File: src/rtl/dlsc_pcie_s6_inbound_tlp_if.sv
`default_nettype none
// ============================================================================
// Module  : dlsc_pcie_s6_inbound_tlp_if
// Brief   : TLP stream, read/write header, write data and error bundle
// Revision: 1.0  initial release
// ============================================================================
interface dlsc_pcie_s6_inbound_tlp_if #(
    parameter int ADDR = 32
);
    logic               tlp_ready;
    logic               tlp_valid;
    logic [31:0]        tlp_data;
    logic               tlp_last;

    logic               rd_h_ready;
    logic               rd_h_valid;
    logic [ADDR-3:0]    rd_h_addr;
    logic [9:0]         rd_h_len;
    logic [7:0]         rd_h_tag;
    logic [15:0]        rd_h_req_id;
    logic [2:0]         rd_h_tc;
    logic [1:0]         rd_h_attr;
    logic [3:0]         rd_h_be_first;
    logic [3:0]         rd_h_be_last;

    logic               wr_h_ready;
    logic               wr_h_valid;
    logic [ADDR-3:0]    wr_h_addr;
    logic [9:0]         wr_h_len;
    logic [3:0]         wr_h_be_first;
    logic [3:0]         wr_h_be_last;

    logic               wr_d_ready;
    logic               wr_d_valid;
    logic [31:0]        wr_d_data;
    logic               wr_d_last;

    logic               err_unsupported;
    logic               err_malformed;

    // Parser side
    modport slave (
        output tlp_ready,
        input  tlp_valid, tlp_data, tlp_last,
        input  rd_h_ready,
        output rd_h_valid, rd_h_addr, rd_h_len, rd_h_tag, rd_h_req_id,
        output rd_h_tc, rd_h_attr, rd_h_be_first, rd_h_be_last,
        input  wr_h_ready,
        output wr_h_valid, wr_h_addr, wr_h_len, wr_h_be_first, wr_h_be_last,
        input  wr_d_ready,
        output wr_d_valid, wr_d_data, wr_d_last,
        output err_unsupported, err_malformed
    );

    // PCIe core / request handler side
    modport master (
        input  tlp_ready,
        output tlp_valid, tlp_data, tlp_last,
        output rd_h_ready,
        input  rd_h_valid, rd_h_addr, rd_h_len, rd_h_tag, rd_h_req_id,
        input  rd_h_tc, rd_h_attr, rd_h_be_first, rd_h_be_last,
        output wr_h_ready,
        input  wr_h_valid, wr_h_addr, wr_h_len, wr_h_be_first, wr_h_be_last,
        output wr_d_ready,
        input  wr_d_valid, wr_d_data, wr_d_last,
        input  err_unsupported, err_malformed
    );
endinterface
`default_nettype wire

File: src/rtl/dlsc_pcie_s6_inbound_tlp.sv
`default_nettype none
// ============================================================================
// Module  : dlsc_pcie_s6_inbound_tlp
// Brief   : Inbound MRd/MWr TLP parser; other TLPs are discarded and flagged
// Revision: 1.0  initial release
// ============================================================================
module dlsc_pcie_s6_inbound_tlp #(
    parameter int ADDR = 32     // 32..64
) (
    input  wire                         clk,
    input  wire                         rst_n,
    dlsc_pcie_s6_inbound_tlp_if.slave   io_tlp
);
    localparam logic [2:0] ST_H0   = 3'd0;
    localparam logic [2:0] ST_H1   = 3'd1;
    localparam logic [2:0] ST_H2   = 3'd2;
    localparam logic [2:0] ST_H3   = 3'd3;
    localparam logic [2:0] ST_DATA = 3'd4;
    localparam logic [2:0] ST_DROP = 3'd5;

    // Upper-address-dword bits that lie beyond the local address space
    localparam logic [31:0] c_HI_MASK = ~((32'h1 << (ADDR - 32)) - 32'h1);

    logic [2:0]         r_st;
    logic [2:0]         w_st_nxt;

    logic [1:0]         r_fmt;
    logic [2:0]         r_tc;
    logic               r_td;
    logic [1:0]         r_attr;
    logic [9:0]         r_len;
    logic [15:0]        r_req_id;
    logic [7:0]         r_tag;
    logic [3:0]         r_be_last;
    logic [3:0]         r_be_first;
    logic [31:0]        r_addr_hi;
    logic [ADDR-3:0]    r_addr;
    logic [9:0]         r_cnt;
    logic               r_rd_h_valid;
    logic               r_wr_h_valid;
    logic               r_err_unsup;
    logic               r_err_malf;

    logic               w_tlp_ready;
    logic               w_wr_d_valid;
    logic               w_wr_d_last;
    logic               w_beat;
    logic               w_cnt_one;
    logic               w_fin;
    logic               w_unsup;
    logic               w_malf;
    logic               w_rd_set;
    logic               w_wr_set;

    assign w_beat    = w_tlp_ready && io_tlp.tlp_valid;
    assign w_cnt_one = (r_cnt == 10'd1);

    always_ff @(posedge clk or negedge rst_n) begin
        if (!rst_n) begin
            r_st <= ST_H0;
        end else begin
            r_st <= w_st_nxt;
        end
    end

    always_comb begin
        w_st_nxt = r_st;
        w_fin    = 1'b0;
        w_unsup  = 1'b0;
        w_malf   = 1'b0;
        w_rd_set = 1'b0;
        w_wr_set = 1'b0;
        if (w_beat) begin
            case (r_st)
                ST_H0: begin
                    if (io_tlp.tlp_data[28:24] != 5'd0) begin
                        w_unsup  = 1'b1;
                        w_st_nxt = io_tlp.tlp_last ? ST_H0 : ST_DROP;
                    end else if (io_tlp.tlp_last) begin
                        w_malf   = 1'b1;
                        w_st_nxt = ST_H0;
                    end else begin
                        w_st_nxt = ST_H1;
                    end
                end
                ST_H1: begin
                    w_malf   = io_tlp.tlp_last;
                    w_st_nxt = io_tlp.tlp_last ? ST_H0 : ST_H2;
                end
                ST_H2: begin
                    if (!r_fmt[0]) begin
                        w_fin = 1'b1;
                    end else if (|(io_tlp.tlp_data & c_HI_MASK)) begin
                        w_unsup  = 1'b1;
                        w_malf   = io_tlp.tlp_last;
                        w_st_nxt = io_tlp.tlp_last ? ST_H0 : ST_DROP;
                    end else begin
                        w_malf   = io_tlp.tlp_last;
                        w_st_nxt = io_tlp.tlp_last ? ST_H0 : ST_H3;
                    end
                end
                ST_H3: begin
                    w_fin = 1'b1;
                end
                ST_DATA: begin
                    if (w_cnt_one) begin
                        // With TD set exactly one ECRC dword must still follow
                        w_malf   = io_tlp.tlp_last ? r_td : !r_td;
                        w_st_nxt = io_tlp.tlp_last ? ST_H0 : ST_DROP;
                    end else if (io_tlp.tlp_last) begin
                        w_malf   = 1'b1;
                        w_st_nxt = ST_H0;
                    end
                end
                ST_DROP: begin
                    if (io_tlp.tlp_last) begin
                        w_st_nxt = ST_H0;
                    end
                end
                default: begin
                    w_st_nxt = ST_H0;
                end
            endcase

            if (w_fin) begin
                if (r_fmt[1]) begin
                    w_malf   = io_tlp.tlp_last;
                    w_wr_set = !io_tlp.tlp_last;
                    w_st_nxt = io_tlp.tlp_last ? ST_H0 : ST_DATA;
                end else if (r_td) begin
                    w_malf   = io_tlp.tlp_last;
                    w_rd_set = !io_tlp.tlp_last;
                    w_st_nxt = io_tlp.tlp_last ? ST_H0 : ST_DROP;
                end else begin
                    w_malf   = !io_tlp.tlp_last;
                    w_rd_set = io_tlp.tlp_last;
                    w_st_nxt = io_tlp.tlp_last ? ST_H0 : ST_DROP;
                end
            end
        end
    end

    always_comb begin
        w_tlp_ready  = 1'b0;
        w_wr_d_valid = 1'b0;
        w_wr_d_last  = 1'b0;
        case (r_st)
            ST_DATA: begin
                w_tlp_ready  = io_tlp.wr_d_ready;
                w_wr_d_valid = io_tlp.tlp_valid;
                w_wr_d_last  = w_cnt_one || io_tlp.tlp_last;
            end
            ST_DROP: begin
                w_tlp_ready  = 1'b1;
            end
            default: begin
                // Single header slot: hold off the next header until accepted
                w_tlp_ready  = !r_rd_h_valid && !r_wr_h_valid;
            end
        endcase
    end

    always_ff @(posedge clk or negedge rst_n) begin
        if (!rst_n) begin
            r_fmt        <= 2'd0;
            r_tc         <= 3'd0;
            r_td         <= 1'b0;
            r_attr       <= 2'd0;
            r_len        <= 10'd0;
            r_req_id     <= 16'd0;
            r_tag        <= 8'd0;
            r_be_last    <= 4'd0;
            r_be_first   <= 4'd0;
            r_addr_hi    <= 32'd0;
            r_addr       <= '0;
            r_cnt        <= 10'd0;
            r_rd_h_valid <= 1'b0;
            r_wr_h_valid <= 1'b0;
            r_err_unsup  <= 1'b0;
            r_err_malf   <= 1'b0;
        end else begin
            r_err_unsup <= w_unsup;
            r_err_malf  <= w_malf;

            if (w_rd_set) begin
                r_rd_h_valid <= 1'b1;
            end else if (io_tlp.rd_h_ready) begin
                r_rd_h_valid <= 1'b0;
            end

            if (w_wr_set) begin
                r_wr_h_valid <= 1'b1;
            end else if (io_tlp.wr_h_ready) begin
                r_wr_h_valid <= 1'b0;
            end

            // A length of 0 wraps to 1023 on the first beat, giving 1024 beats
            if (w_wr_set) begin
                r_cnt <= r_len;
            end else if (w_beat && (r_st == ST_DATA)) begin
                r_cnt <= r_cnt - 10'd1;
            end

            if (w_beat) begin
                case (r_st)
                    ST_H0: begin
                        r_fmt  <= io_tlp.tlp_data[30:29];
                        r_tc   <= io_tlp.tlp_data[22:20];
                        r_td   <= io_tlp.tlp_data[15];
                        r_attr <= io_tlp.tlp_data[13:12];
                        r_len  <= io_tlp.tlp_data[9:0];
                    end
                    ST_H1: begin
                        r_req_id   <= io_tlp.tlp_data[31:16];
                        r_tag      <= io_tlp.tlp_data[15:8];
                        r_be_last  <= io_tlp.tlp_data[7:4];
                        r_be_first <= io_tlp.tlp_data[3:0];
                    end
                    ST_H2: begin
                        if (r_fmt[0]) begin
                            r_addr_hi <= io_tlp.tlp_data;
                        end else begin
                            r_addr <= (ADDR-2)'({32'h0, io_tlp.tlp_data} >> 2);
                        end
                    end
                    ST_H3: begin
                        r_addr <= (ADDR-2)'({r_addr_hi, io_tlp.tlp_data} >> 2);
                    end
                    default: begin
                    end
                endcase
            end
        end
    end

    assign io_tlp.tlp_ready       = w_tlp_ready;

    assign io_tlp.rd_h_valid      = r_rd_h_valid;
    assign io_tlp.rd_h_addr       = r_addr;
    assign io_tlp.rd_h_len        = r_len;
    assign io_tlp.rd_h_tag        = r_tag;
    assign io_tlp.rd_h_req_id     = r_req_id;
    assign io_tlp.rd_h_tc         = r_tc;
    assign io_tlp.rd_h_attr       = r_attr;
    assign io_tlp.rd_h_be_first   = r_be_first;
    assign io_tlp.rd_h_be_last    = r_be_last;

    assign io_tlp.wr_h_valid      = r_wr_h_valid;
    assign io_tlp.wr_h_addr       = r_addr;
    assign io_tlp.wr_h_len        = r_len;
    assign io_tlp.wr_h_be_first   = r_be_first;
    assign io_tlp.wr_h_be_last    = r_be_last;

    assign io_tlp.wr_d_valid      = w_wr_d_valid;
    assign io_tlp.wr_d_data       = io_tlp.tlp_data;
    assign io_tlp.wr_d_last       = w_wr_d_last;

    assign io_tlp.err_unsupported = r_err_unsup;
    assign io_tlp.err_malformed   = r_err_malf;
endmodule
`default_nettype wire
File: src/flat_wrapper.sv
// flat-port wrapper written by rule: the top's interface ports become plain ports
module dlsc_pcie_s6_inbound_tlp_flat 
#(
    parameter int ADDR = 32              
)
  (clk, rst_n, io_tlp_tlp_ready, io_tlp_tlp_valid, io_tlp_tlp_data, io_tlp_tlp_last, io_tlp_rd_h_ready, io_tlp_rd_h_valid, io_tlp_rd_h_addr, io_tlp_rd_h_len, io_tlp_rd_h_tag, io_tlp_rd_h_req_id, io_tlp_rd_h_tc, io_tlp_rd_h_attr, io_tlp_rd_h_be_first, io_tlp_rd_h_be_last, io_tlp_wr_h_ready, io_tlp_wr_h_valid, io_tlp_wr_h_addr, io_tlp_wr_h_len, io_tlp_wr_h_be_first, io_tlp_wr_h_be_last, io_tlp_wr_d_ready, io_tlp_wr_d_valid, io_tlp_wr_d_data, io_tlp_wr_d_last, io_tlp_err_unsupported, io_tlp_err_malformed);
  dlsc_pcie_s6_inbound_tlp_if #(.ADDR(ADDR)) io_tlp_i ();
  input  wire clk;
  input  wire rst_n;
  output wire logic [$bits(io_tlp_i.tlp_ready)-1:0] io_tlp_tlp_ready;
  input wire logic [$bits(io_tlp_i.tlp_valid)-1:0] io_tlp_tlp_valid;
  input wire logic [$bits(io_tlp_i.tlp_data)-1:0] io_tlp_tlp_data;
  input wire logic [$bits(io_tlp_i.tlp_last)-1:0] io_tlp_tlp_last;
  input wire logic [$bits(io_tlp_i.rd_h_ready)-1:0] io_tlp_rd_h_ready;
  output wire logic [$bits(io_tlp_i.rd_h_valid)-1:0] io_tlp_rd_h_valid;
  output wire logic [$bits(io_tlp_i.rd_h_addr)-1:0] io_tlp_rd_h_addr;
  output wire logic [$bits(io_tlp_i.rd_h_len)-1:0] io_tlp_rd_h_len;
  output wire logic [$bits(io_tlp_i.rd_h_tag)-1:0] io_tlp_rd_h_tag;
  output wire logic [$bits(io_tlp_i.rd_h_req_id)-1:0] io_tlp_rd_h_req_id;
  output wire logic [$bits(io_tlp_i.rd_h_tc)-1:0] io_tlp_rd_h_tc;
  output wire logic [$bits(io_tlp_i.rd_h_attr)-1:0] io_tlp_rd_h_attr;
  output wire logic [$bits(io_tlp_i.rd_h_be_first)-1:0] io_tlp_rd_h_be_first;
  output wire logic [$bits(io_tlp_i.rd_h_be_last)-1:0] io_tlp_rd_h_be_last;
  input wire logic [$bits(io_tlp_i.wr_h_ready)-1:0] io_tlp_wr_h_ready;
  output wire logic [$bits(io_tlp_i.wr_h_valid)-1:0] io_tlp_wr_h_valid;
  output wire logic [$bits(io_tlp_i.wr_h_addr)-1:0] io_tlp_wr_h_addr;
  output wire logic [$bits(io_tlp_i.wr_h_len)-1:0] io_tlp_wr_h_len;
  output wire logic [$bits(io_tlp_i.wr_h_be_first)-1:0] io_tlp_wr_h_be_first;
  output wire logic [$bits(io_tlp_i.wr_h_be_last)-1:0] io_tlp_wr_h_be_last;
  input wire logic [$bits(io_tlp_i.wr_d_ready)-1:0] io_tlp_wr_d_ready;
  output wire logic [$bits(io_tlp_i.wr_d_valid)-1:0] io_tlp_wr_d_valid;
  output wire logic [$bits(io_tlp_i.wr_d_data)-1:0] io_tlp_wr_d_data;
  output wire logic [$bits(io_tlp_i.wr_d_last)-1:0] io_tlp_wr_d_last;
  output wire logic [$bits(io_tlp_i.err_unsupported)-1:0] io_tlp_err_unsupported;
  output wire logic [$bits(io_tlp_i.err_malformed)-1:0] io_tlp_err_malformed;
  assign io_tlp_tlp_ready = io_tlp_i.tlp_ready;
  assign io_tlp_i.tlp_valid = io_tlp_tlp_valid;
  assign io_tlp_i.tlp_data = io_tlp_tlp_data;
  assign io_tlp_i.tlp_last = io_tlp_tlp_last;
  assign io_tlp_i.rd_h_ready = io_tlp_rd_h_ready;
  assign io_tlp_rd_h_valid = io_tlp_i.rd_h_valid;
  assign io_tlp_rd_h_addr = io_tlp_i.rd_h_addr;
  assign io_tlp_rd_h_len = io_tlp_i.rd_h_len;
  assign io_tlp_rd_h_tag = io_tlp_i.rd_h_tag;
  assign io_tlp_rd_h_req_id = io_tlp_i.rd_h_req_id;
  assign io_tlp_rd_h_tc = io_tlp_i.rd_h_tc;
  assign io_tlp_rd_h_attr = io_tlp_i.rd_h_attr;
  assign io_tlp_rd_h_be_first = io_tlp_i.rd_h_be_first;
  assign io_tlp_rd_h_be_last = io_tlp_i.rd_h_be_last;
  assign io_tlp_i.wr_h_ready = io_tlp_wr_h_ready;
  assign io_tlp_wr_h_valid = io_tlp_i.wr_h_valid;
  assign io_tlp_wr_h_addr = io_tlp_i.wr_h_addr;
  assign io_tlp_wr_h_len = io_tlp_i.wr_h_len;
  assign io_tlp_wr_h_be_first = io_tlp_i.wr_h_be_first;
  assign io_tlp_wr_h_be_last = io_tlp_i.wr_h_be_last;
  assign io_tlp_i.wr_d_ready = io_tlp_wr_d_ready;
  assign io_tlp_wr_d_valid = io_tlp_i.wr_d_valid;
  assign io_tlp_wr_d_data = io_tlp_i.wr_d_data;
  assign io_tlp_wr_d_last = io_tlp_i.wr_d_last;
  assign io_tlp_err_unsupported = io_tlp_i.err_unsupported;
  assign io_tlp_err_malformed = io_tlp_i.err_malformed;
  dlsc_pcie_s6_inbound_tlp #(.ADDR(ADDR)) u_core (.clk(clk), .rst_n(rst_n), .io_tlp(io_tlp_i));
endmodule
File: config.mk
export PLATFORM = sky130hd
export DESIGN_NAME = dlsc_pcie_s6_inbound_tlp_flat
export DESIGN_NICKNAME = d
export VERILOG_FILES = /design/src/rtl/dlsc_pcie_s6_inbound_tlp_if.sv /design/src/rtl/dlsc_pcie_s6_inbound_tlp.sv /design/src/flat_wrapper.sv
export SDC_FILE = /design/constraint.sdc
export NUM_CORES = 1
export LEC_CHECK = 0
export CAP_MARGIN = 5
export CORE_ASPECT_RATIO = 1.1
export CORE_MARGIN = 2
export CORE_UTILIZATION = 39
export CTS_CLUSTER_DIAMETER = 80
export DETAILED_ROUTE_END_ITERATION = 10
export HOLD_SLACK_MARGIN = 0.02
export PLACE_DENSITY = 0.77
export SYNTH_ARGS = -nofsm -noshare
export SYNTH_HDL_FRONTEND = slang
export SYNTH_SLANG_ARGS = --single-unit
File: constraint.sdc
create_clock -name clk -period 2 [get_ports clk]
set_input_delay 0.4 -clock clk [delete_from_list [all_inputs] [get_ports clk]]
set_output_delay 0.4 -clock clk [all_outputs]
set_load 0.1 [all_outputs]
==> impl_results.md <==
* Outcome: finished, violations left
* Failing checks: setup timing
* Longest Clk Path Bufs at 2
* Mapped Area at between 0.004 and 0.005 mm²
* Critical Path RT at about 1600 ps
* Slew @ Worst Pin at roughly 560 ps
* Asr flop ratio synth at 1.00
* Sink Count at 97
* CTS clk-pin slew, worst paths at 70 ps
* Row Count at 42
* Layout Cells excl Fill at roughly 740
* Cts bufs inserted at 9
* Max Fclk at between 0.4 and 0.5 GHz
* TritonRoute pass-1 iters at 4
* Die span in y at 120 µm
* Critical path capture point type: output pin
* Worst hold path class: in -> async
* Placed inst area at between 0.007 and 0.008 mm²
* Reg-to-reg setup timing slack at -60 ps
* Critical path launch point type: flop
* Slew headroom at 0.625
* Primary FF master, synth: dfrtp_1
* CTS Hold Bufs at 0
* Register area share after synthesis at 0.506
* Gr ovfl total at 0
* Synth warn at 0
* Fin Clk Skew at ~6.5 ps
* MaxCap Viol Count at 0
* Total track usage at 0.205
* Critical Path, Cell by Cell: or4_4 > nor3_4 > nand3_2 > a21boi_4 > buf_12
* Area delta synth->final at 57.1%
* Drt wl/cell at about 18 µm
* Die area at 0.0132 mm²
* RR Endpoint: u_core.io_tlp.err_malformed
* Post-synth cell types at about 50
* Vias in the first global route at 3927
* Final worst slack at -379 ps
* Largest net degree at the start of global routing at 98
* Syn Nets at 431
* Placer congestion estimate at between 0.8 and 0.9
* Num ports at 203
* DRC at 0
* CTS tree: built
* Cell area after layout at roughly 0.0075 mm²
* Core area at approximately 0.012 mm²
* Area contributors post-synth: dfrtp_1, mux2_2, buf_4
* Placed cells at a little over 700
* Final Cycle Share at 1.19
* Vias/cell at ~5
* Synth Register Bits at 97
* First-pass GRT wire length at between 20000 and 25000 µm
* Crit path kind: reg -> out
* Post-route ant nets at 0
* Syn Area/Cell at between 10 and 15 µm²
* Synth top area share at 0.506
* Slowest-stage cell, CP: or4_4
* EDFF count, synth at 0
* WL final at 13500 µm
* H-tree Lvls at 3
* Syn Inst Count at 390
* Crit path time final at between 2000 and 2500 ps
* Fillers at between 900 and 1000
* DP HPWL at between 9000 and 10000 µm
* Critical path arrival at slightly below 2000 ps
* R2R cell count at 7
* Hold Vio Cnt, Final at 0
* Worst Path Max Fanout at 2
* Post-synth top area cell: dfrtp_1
* Max-slew violations at 0
* CTS Root Cell: clkbuf_16
* Initial antenna violation count at 0
* Die W at 110 µm
* Worst r2r src: u_core.r_cnt[6]
* ANT cells at 0
* Setup-failing EPs final at 3
* Hold WS at around 130 ps
* Layout cells sized above 1 at 0.600
* DRT iter0 DRCs at ~140
* Final #Nets at ~630
* DR vias at around 3700
* Max incr delay on CP at between 500 and 600 ps
* Clock latency on the worst-skew pair at 340 ps
* RSZ-0062 raised after global routing: yes
* PortBufs at 202
* Initial Utilization at 0.399
-- flip-flops by register name, summed over array words and instances (netlist names), 3 cells and up --
register                     flops
u_core.io_tlp.rd_h_be_first      4
u_core.io_tlp.rd_h_addr         30
u_core.io_tlp.rd_h_len          10
u_core.r_cnt                    10
u_core.io_tlp.rd_h_req_id       16
u_core.io_tlp.rd_h_tc            3
u_core.r_st                      3
u_core.io_tlp.rd_h_be_last       4
u_core.io_tlp.rd_h_tag           8
-- layout by cell type (no fill, tap or decap), types with 3 or more instances in the layout --
master	count
buf_4	185
dfrtp_1	95
mux2_2	78
buf_12	51
clkdlybuf4s50_1	35
nand2_1	11
clkbuf_16	9
nor2_1	8
a21oi_1	8
inv_1	7
nor4_1	5
o21ai_0	5
nand2b_1	4
xnor2_1	4
nor3_1	4
a22oi_1	4
nand3_1	4
nor2b_1	3
and3_1	3
nor2_4	3
o22ai_1	3
o41ai_1	3
a32oi_1	3
a221o_1	3
inv_6	3
-- cells in the mapped netlist (2+ instances only) --
| cell type | number |
|---|---|
| a21oi_1 | 8 |
| nand2b_1 | 4 |
| o21ai_0 | 6 |
| nand2_1 | 12 |
| a31oi_1 | 2 |
| mux2_2 | 78 |
| mux2_1 | 2 |
| buf_2 | 7 |
| nor4_1 | 8 |
| and3_1 | 3 |
| nor2b_1 | 3 |
| o211ai_1 | 2 |
| o21a_1 | 2 |
| nor2_4 | 2 |
| dfrtp_1 | 97 |
| nor2_1 | 9 |
| a32oi_1 | 3 |
| a22oi_1 | 4 |
| buf_6 | 4 |
| nand3_1 | 5 |
| ha_1 | 2 |
| nand4_1 | 2 |
| nor3_1 | 5 |
| inv_1 | 7 |
| buf_4 | 80 |
| a221o_1 | 3 |
| o22ai_1 | 3 |
| o41ai_1 | 3 |
| xnor2_1 | 4 |
-- cell families (layout without fill, tap and decap cells) --
logic type                 count (synthesis)  count (layout)  share of synthesized area
muxes                                     80              80                      0.188
xor gates and xnor gates                   4               4                    0.00730
AOI/OAI and AO/OA                         44              44                     0.0676
DFF                                       97              97                      0.506
adders and majority gates                  2               2                    0.00522
and+or+nand+nor                           63              64                     0.0769
buffers and inverters                    100             297                      0.149
-- worst max path at each step --
stage                                  end  cells past startpoint              start  slack, ps
2_1_floorplan             io_tlp_wr_d_last                      4    u_core.r_cnt[6]       -220
3_3_place_gp   u_core.io_tlp.rd_h_addr[24]                      5  io_tlp_wr_d_ready       -400
3_5_place_dp   u_core.io_tlp.rd_h_addr[24]                      5  io_tlp_wr_d_ready       -460
4_1_cts                   io_tlp_wr_d_last                      5    u_core.r_cnt[6]       -370
5_1_grt                   io_tlp_wr_d_last                      5    u_core.r_cnt[6]       -450
6_report                  io_tlp_wr_d_last                      5    u_core.r_cnt[6]       -380
-- area by class of cell --
cell class	count	area (µm²)	share of cell area
Timing Repair Buffer	275	2810	0.373
Inverter	7	26.3	0.00349
Multi-Input combinational cell	194	1770	0.235
Clock inverter	6	75.1	0.00996
Clock buffer	9	225	0.0299
Sequential cell	97	2430	0.323
Tap cell	154	193	0.0256
-- layer usage --
metal,share of wire,track usage
met2,0.54,0.372
met3,0.053,0.0442
met4,0.012,0.0459
met5,0,0
met1,0.39,0.247
-- worst max-delay path: cells and delay by family, from the launching register on --
family	cells	cell delay, ps
buffers and inverters	1	190
flip-flops	1	390
AO/OA/AOI/OAI	1	200
AND/OR/NAND/NOR	3	860
-- stage by stage --
| step | TNS [ps] | utilization | setup slack [ps] |
|---|---|---|---|
| 2_1_floorplan | -219 | - | -219 |
| 3_3_place_gp | -16870 | 0.588 | -401 |
| 3_5_place_dp | -18720 | 0.588 | -461 |
| 4_1_cts | -508 | 0.619 | -370 |
| 5_1_grt | -725 | 0.626 | -446 |
| 6_report | -452 | 0.626 | -379 |
-- what timing repair did --
action / 4_1_cts / 5_1_grt
cloned: 1 / 0
pin swaps: 5 / 8
setup endpoints to repair: 35 / 10
hold endpoints to repair: 0 / 0
setup buffers: 3 / 3
gates resized for setup: 9 / 12
Power is not shown: default switching activity piles up to over one toggle a cycle in this logic, so the estimate is an artifact.
